<file path="src/rtl/regdst_pipe.sv">
// Write-register destination select plus a short pipeline of in-flight
// destinations tagged with a Tnew countdown. The decode-stage sources are
// compared against every tracked stage to produce a stall request and
// one-hot forwarding selects.
module regdst_pipe #(
  parameter int ADDR_W   = 5,
  parameter int STAGES   = 3,
  parameter int TNEW_W   = 2,
  parameter int LINK_REG = 31
) (
  input  logic                       clk,
  input  logic                       reset,
  input  logic [ADDR_W-1:0]          rt,
  input  logic [ADDR_W-1:0]          rd,
  input  logic [1:0]                 regdst,
  input  logic                       reg_we,
  input  logic [TNEW_W-1:0]          tnew_in,
  input  logic [ADDR_W-1:0]          src1,
  input  logic [ADDR_W-1:0]          src2,
  input  logic [TNEW_W-1:0]          tuse1,
  input  logic [TNEW_W-1:0]          tuse2,
  input  logic                       stall,
  input  logic                       flush,
  output logic [STAGES*ADDR_W-1:0]   dst_bus,
  output logic [STAGES*TNEW_W-1:0]   tnew_bus,
  output logic                       stall_req,
  output logic [STAGES-1:0]          fwd1,
  output logic [STAGES-1:0]          fwd2
);

  localparam logic [ADDR_W-1:0] LINK_ADDR = ADDR_W'(LINK_REG);

  logic [ADDR_W-1:0] sel;
  logic [ADDR_W-1:0] dest;

  logic [ADDR_W-1:0] addr_q [STAGES];
  logic [ADDR_W-1:0] addr_d [STAGES];
  logic [TNEW_W-1:0] tnew_q [STAGES];
  logic [TNEW_W-1:0] tnew_d [STAGES];

  logic [ADDR_W-1:0] src_a  [2];
  logic [TNEW_W-1:0] tuse_a [2];
  logic [STAGES-1:0] fwd_a  [2];
  logic [1:0]        stall_a;
  logic              found;

  // Destination select; address 0 doubles as the "no write" marker.
  always_comb begin
    sel = '0;
    case (regdst)
      2'b00:   sel = rt;
      2'b01:   sel = rd;
      2'b10:   sel = LINK_ADDR;
      default: sel = '0;
    endcase
    dest = (reg_we && (regdst != 2'b11)) ? sel : '0;
  end

  // Next-state for the stage chain: stage0 takes a bubble on stall/flush,
  // older stages always advance with a Tnew decrement that saturates at 0.
  always_comb begin
    for (int k = 0; k < STAGES; k++) begin
      addr_d[k] = '0;
      tnew_d[k] = '0;
    end
    if (!(flush || stall)) begin
      addr_d[0] = dest;
      tnew_d[0] = tnew_in;
    end
    for (int k = 1; k < STAGES; k++) begin
      addr_d[k] = addr_q[k-1];
      tnew_d[k] = (tnew_q[k-1] == '0) ? '0 : (tnew_q[k-1] - TNEW_W'(1));
    end
  end

  // Stage registers; reset clears every stage immediately.
  always_ff @(posedge clk or negedge reset) begin
    if (!reset) begin
      for (int k = 0; k < STAGES; k++) begin
        addr_q[k] <= '0;
        tnew_q[k] <= '0;
      end
    end else begin
      for (int k = 0; k < STAGES; k++) begin
        addr_q[k] <= addr_d[k];
        tnew_q[k] <= tnew_d[k];
      end
    end
  end

  // Flatten the stage registers onto the output buses.
  generate
    for (genvar gi = 0; gi < STAGES; gi++) begin : g_pack
      assign dst_bus[gi*ADDR_W +: ADDR_W]  = addr_q[gi];
      assign tnew_bus[gi*TNEW_W +: TNEW_W] = tnew_q[gi];
    end
  endgenerate

  assign src_a[0]  = src1;
  assign src_a[1]  = src2;
  assign tuse_a[0] = tuse1;
  assign tuse_a[1] = tuse2;

  // Hazard detection: only the youngest matching stage counts. A result
  // not ready in time stalls; a ready one forwards; one that will be
  // ready before use needs neither.
  always_comb begin
    stall_a = '0;
    found   = 1'b0;
    for (int j = 0; j < 2; j++) begin
      fwd_a[j] = '0;
      found    = 1'b0;
      for (int k = 0; k < STAGES; k++) begin
        if (!found && (src_a[j] != '0) && (addr_q[k] == src_a[j])) begin
          found = 1'b1;
          if (tnew_q[k] > tuse_a[j]) begin
            stall_a[j] = 1'b1;
          end else if (tnew_q[k] == '0) begin
            fwd_a[j][k] = 1'b1;
          end
        end
      end
    end
  end

  assign stall_req = |stall_a;
  assign fwd1      = fwd_a[0];
  assign fwd2      = fwd_a[1];

endmodule

</file>
<file path="config.mk">
export PLATFORM = sky130hd
export DESIGN_NAME = regdst_pipe
export DESIGN_NICKNAME = d
export VERILOG_FILES = /design/src/rtl/regdst_pipe.sv
export SDC_FILE = /design/constraint.sdc
export NUM_CORES = 1
export LEC_CHECK = 0
export CAP_MARGIN = 20
export CORE_ASPECT_RATIO = 0.6
export CORE_MARGIN = 4
export CORE_UTILIZATION = 43
export CTS_CLUSTER_SIZE = 30
export DETAILED_ROUTE_END_ITERATION = 7
export PLACE_DENSITY_LB_ADDON = 0.08
export SYNTH_ARGS = -nofsm -noshare
export SYNTH_HDL_FRONTEND = slang
export SYNTH_SLANG_ARGS = --single-unit
</file>
<file path="constraint.sdc">
create_clock -name clk -period 2.19 [get_ports clk]
set_input_delay 0.438 -clock clk [delete_from_list [all_inputs] [get_ports clk]]
set_output_delay 0.438 -clock clk [all_outputs]
set_load 0.005 [all_outputs]
</file>
# Yosys cells after proc, flatten, opt, wreduce, memory -nomap -nowiden
# Cells that the tools add are included.
[totals]
reg_bits = 21
input_bits = 33
out_inout_bits = 28
word_cells = 83
[op_classes]
addsub = 2
order_cmp = 6
eq_ne = 9
mux = 37
n_reduce_logical = 23
[op_table]
columns = ["operator", "n"]
rows = [
  ["$mux W1", 31],
  ["$eq A5 B5 Y1", 6],
  ["$pmux W5 S3", 1],
  ["$gt A2 B2 Y1", 6],
  ["$logic_and A1 B1 Y1", 11],
  ["$mux W5", 2],
  ["$reduce_bool A5 Y1", 2],
  ["$logic_not A2 Y1", 4],
  ["$mux W2", 3],
  ["$logic_not A1 Y1", 4],
  ["$sub A2 B1 Y2 const B", 2],
  ["$eq A2 B1 Y1 const B", 1],
  ["$eq A2 B2 Y1 const B", 1],
  ["$ne A2 B2 Y1 const B", 1],
  ["$reduce_or A2 Y1", 1],
  ["$logic_or A1 B1 Y1", 1],
]

# Depth between registers and ports, before layout
[depth]
word_depth = 12
mapped_depth = 7
depth_no_buf = 7

# Worst setup path after synthesis
# No wires, ideal clock.
[synth_path]
path_kind = "input -> output"
startpoint = "in tuse1[1]"
endpoint = "out fwd1[1]"
arrival_time_ps = 1520
slack_ps = 232
cell_stages = 6
path_cell_list = "inv_1 -> ha_1 -> a21oi_1 -> a21oi_1 -> or4_1 -> nor2_1"
[synth_via]
elab_chain_len = 3
[synth_lines]
columns = ["element", "line", "source"]
rows = [
  ["start: declaration", "20", "input logic [TNEW_W-1:0] tuse1,"],
  ["$gt A2 B2 Y1", "116", "if (tnew_q[k] > tuse_a[j]) begin"],
  ["$mux W1", "116", ""],
  ["$mux W1", "114", "if (!found && (src_a[j] != '0) && (addr_q[k] == src_a[j])) begin"],
  ["end: declaration", "27", "output logic [STAGES-1:0] fwd1,"],
]
# Every way passes these cells.

# Final worst setup path
[layout_path]
startpoint = "in src2[0]"
endpoint = "out stall_req"
[layout_via]
elab_chain_len = 12
[layout_lines]
columns = ["element", "line", "source"]
rows = [
  ["start: declaration", "19", "input logic [ADDR_W-1:0] src2,"],
  ["$eq A5 B5 Y1 / $reduce_bool A5 Y1 (equally long branches)", "114", ""],
  ["$logic_and A1 B1 Y1", "114", ""],
  ["$mux W1", "114", ""],
  ["$logic_not A1 Y1", "114", ""],
  ["$logic_and A1 B1 Y1 (2 in a row)", "114", ""],
  ["$mux W1", "114", ""],
  ["$logic_not A1 Y1", "114", ""],
  ["$logic_and A1 B1 Y1 (2 in a row)", "114", ""],
  ["$mux W1 *", "114", ""],
  ["$reduce_or A2 Y1 *", "126", "assign stall_req = |stall_a;"],
  ["end: declaration", "26", "output logic stall_req,"],
]
# Mark *: on every way between the ends. The rest lies on a longest branch, timed or not.

==> results.yml <==
status:
  outcome: "complete, but fails checks"
  violations: "setup timing"
timing:
  worst_pin_slew_ns: 0.352
  min_period_over_period_pct: 108
  hold_violations: 0
  drv_slew: 0
  fin_crit_ns: 2.36
  rsz0062_at_grt: "yes"
  fmax_mhz: 423
  setup_ws_ns: -0.172
  max_slew_margin_pct: 76.4
  setup_viol: 4
  fin_skew_ns: 0.00180
routing:
  wire_per_inst_um: 16.3
  num_vias: 1551
  routed_wl_mm: 5.03
  remaining_drc_errors: 0
  ant_nets: 0
  dr.first_iter.drc_count: 74
  firstDrtPassIters: 5
  viasPerCell: 5.04
global_routing:
  grt_max_degree: 22
  grt_first_pass_wirelength_mm: 8.05
  grt_pass1_vias: 1630
  grt_overflow: 0
  antenna_found_initial: 0
  grt_util_all_layers_pct: 23.1
clock_network:
  max-clock-path-buffers: 2
  root_buffer: "clkbuf_8"
  tritoncts: "yes"
  ctsHoldBuffers: 0
  clock_latency_ns: 0.26
  clk_pin_slew_ns: 0.08
  clock-sinks: 21
  cts_buffers: 3
  htreeDepth: 1
finish:
  syn2layout_area_growth_pct: 74.7
  fillerInstances: 215
  nets: 309
  drive_above_1_share_pct: 37.3
  utilization_pct: 79.2
  antenna_cells: 0
worst_setup_path:
  worstPathRequired_ns: 1.75
  worstPathMaxFanout: 3
  rr_endpoint: "tnew_bus[4]"
  startpoint_type: "primary input"
  r2r_setup_slack_ns: 1.29
  arrival_ns: 1.92
  max_stage_delay_ns: 0.51
  end_kind: "output pin"
  startpoint: "src2[0]"
  crit_end: "stall_req"
  ff2ff_path_depth: 2
  crit_chain: "dlygate4sd2_1 -> xor2_1 -> nor3_2 -> and2_4 -> or4_4 -> o2111ai_2 -> buf_2"
  critPathKind: "primary input to output pin"
  cp_slowest_cell: "or4_4"
  r2r-start: "tnew_bus[3]"
yosys:
  netlist_top_cells_count: "23 x nor2_1, 21 x dfrtp_1, 20 x xor2_1, 13 x a21oi_1, 12 x ha_1"
  synth_top_area_cell: "dfrtp_1"
  synth-seq-cells: 21
  netlist_area_um2: 1490
  synth.top_cell.area_share_pct: 35.3
  synth_area_leaders: "dfrtp_1 35%, xor2_1 12%, ha_1 10%"
  seq_area_frac_synth_pct: 35.3
  ys.flop_type: "dfrtp_1"
  yosys_warnings: 0
  synth.most_common_cell: "nor2_1"
  synth_area_per_cell_um2: 8.96
  syn_inst: 166
  synth_nets: 211
  async_reset_ff_share_pct: 100
  synth_edf_count: 0
  synth.distinct_cells: 28
power:
  switchingPower_uw: 281
  pwr-share-clk_pct: 27.2
  max-vdd-ir-drop_mv: 0.344
  p_int_uw: 690
  switching_share_pct: 28.9
  p_leak_nw: 1.22
  powerDensity_nw_per_um2: 374
  finalPower_uw: 972
  seqPwrFrac_pct: 42.1
  p_comb_share_pct: 30.7
floorplan:
  ios: 61
  die-area_um2: 4500
  core_area_um2: 3280
  core.rowCount: 16
  fp.dieH_um: 53.6
  die_width_um: 83.9
  initial_core_util_pct: 45.3
placed_design:
  hpwl_mm: 3.78
  gp_congestion: 0.826
  io_buffers: 60
flow_run:
  drv_cap: 0
worst_hold_path:
  hold_class: "primary input to asynchronous set/reset pin"
## cells in the final DEF, fill, tap and decap left out, drive strengths merged, types with 6 or more instances in the layout
cell,Yosys,routed
xnor2,10,10
nand2,6,6
xor2,20,20
ha,12,12
buf,10,53
a21oi,13,13
clkdlybuf4s15,0,6
dfrtp,21,21
inv,9,9
clkdlybuf4s50,0,39
nor3,9,9
and2,6,6
nor2,23,23
## through the flow
stage,setup slack [ns],TNS [ns],std cells,hold slack (ns),instance area [um^2]
after floorplan,0.232,0,166,0.142,1490
after global placement,-0.846,-5.04,299,0.523,2360
after detailed placement,-0.964,-5.27,299,0.515,2360
after CTS,-0.235,-0.376,308,0.522,2560
after global routing,-0.227,-0.693,308,0.526,2600
final,-0.172,-0.342,308,0.517,2600
## flip-flops by register name, summed over array words and instances (netlist names)
register / cells
tnew_bus: 6
dst_bus: 15
## routing by layer
metal	wire (um)	track usage, %	vias up
li1	-	-	751
met1	2350	31.0	714
met2	2220	37.5	71
met3	346	5.66	15
met4	113	7.49	0
met5	0	0	-
## logic make-up after synthesis
family	count (synthesis)	share of synthesized area, %
AOI/OAI and AO/OA	19	7.32
adders and majority gates	12	10.1
DFF	21	35.3
xor gates and xnor gates	30	17.7
and+or+nand+nor	63	21.4
buffers and inverters	20	7.57
muxes	1	0.673
## what timing repair did
item | CTS | global route
pin swaps | 19 | 17
setup buffers | 5 | 0
endpoints found under the setup margin | 7 | 7
resized for setup | 83 | 22
cloned | 0 | 0
## power groups by stage
stage | Combinational (mW) | Sequential (mW) | Clock, mW
after floorplan | 0.0963 | 0.416 | 0
after global placement | 0.252 | 0.416 | 0
after detailed placement | 0.259 | 0.416 | 0
after CTS | 0.282 | 0.408 | 0.271
after global routing | 0.323 | 0.410 | 0.296
final | 0.298 | 0.409 | 0.264
## cell type report
| cell class | count | area (um^2) | area share (%) |
|---|---|---|---|
| multi-input combinational | 125 | 1040 | 40.0 |
| timing repair buffer | 104 | 891 | 34.3 |
| sequential | 21 | 529 | 20.4 |
| tap | 45 | 56.3 | 2.17 |
| clock buffer | 3 | 41.3 | 1.59 |
| inverter | 9 | 33.8 | 1.30 |
| clock inverter | 1 | 7.51 | 0.289 |
## critical path, delay by kind of cell
| kind | cells | cell delay (ns) |
|---|---|---|
| xor+xnor | 1 | 0.24 |
| simple gates | 3 | 0.74 |
| compound gates | 1 | 0.08 |
| buf+inv | 2 | 0.43 |
## how the worst min path moves through the flow
stage,startpoint,endpoint,slack (ns),cells after the start
after floorplan,reset,dst_bus[0],0.14,0
after global placement,dst_bus[7],dst_bus[12],0.52,1
after detailed placement,dst_bus[9],dst_bus[14],0.51,1
after CTS,reset,dst_bus[1],0.52,2
after global routing,reset,dst_bus[1],0.53,2
final,reset,dst_bus[0],0.52,2
Note: power is estimated with default switching activity, not from simulation.
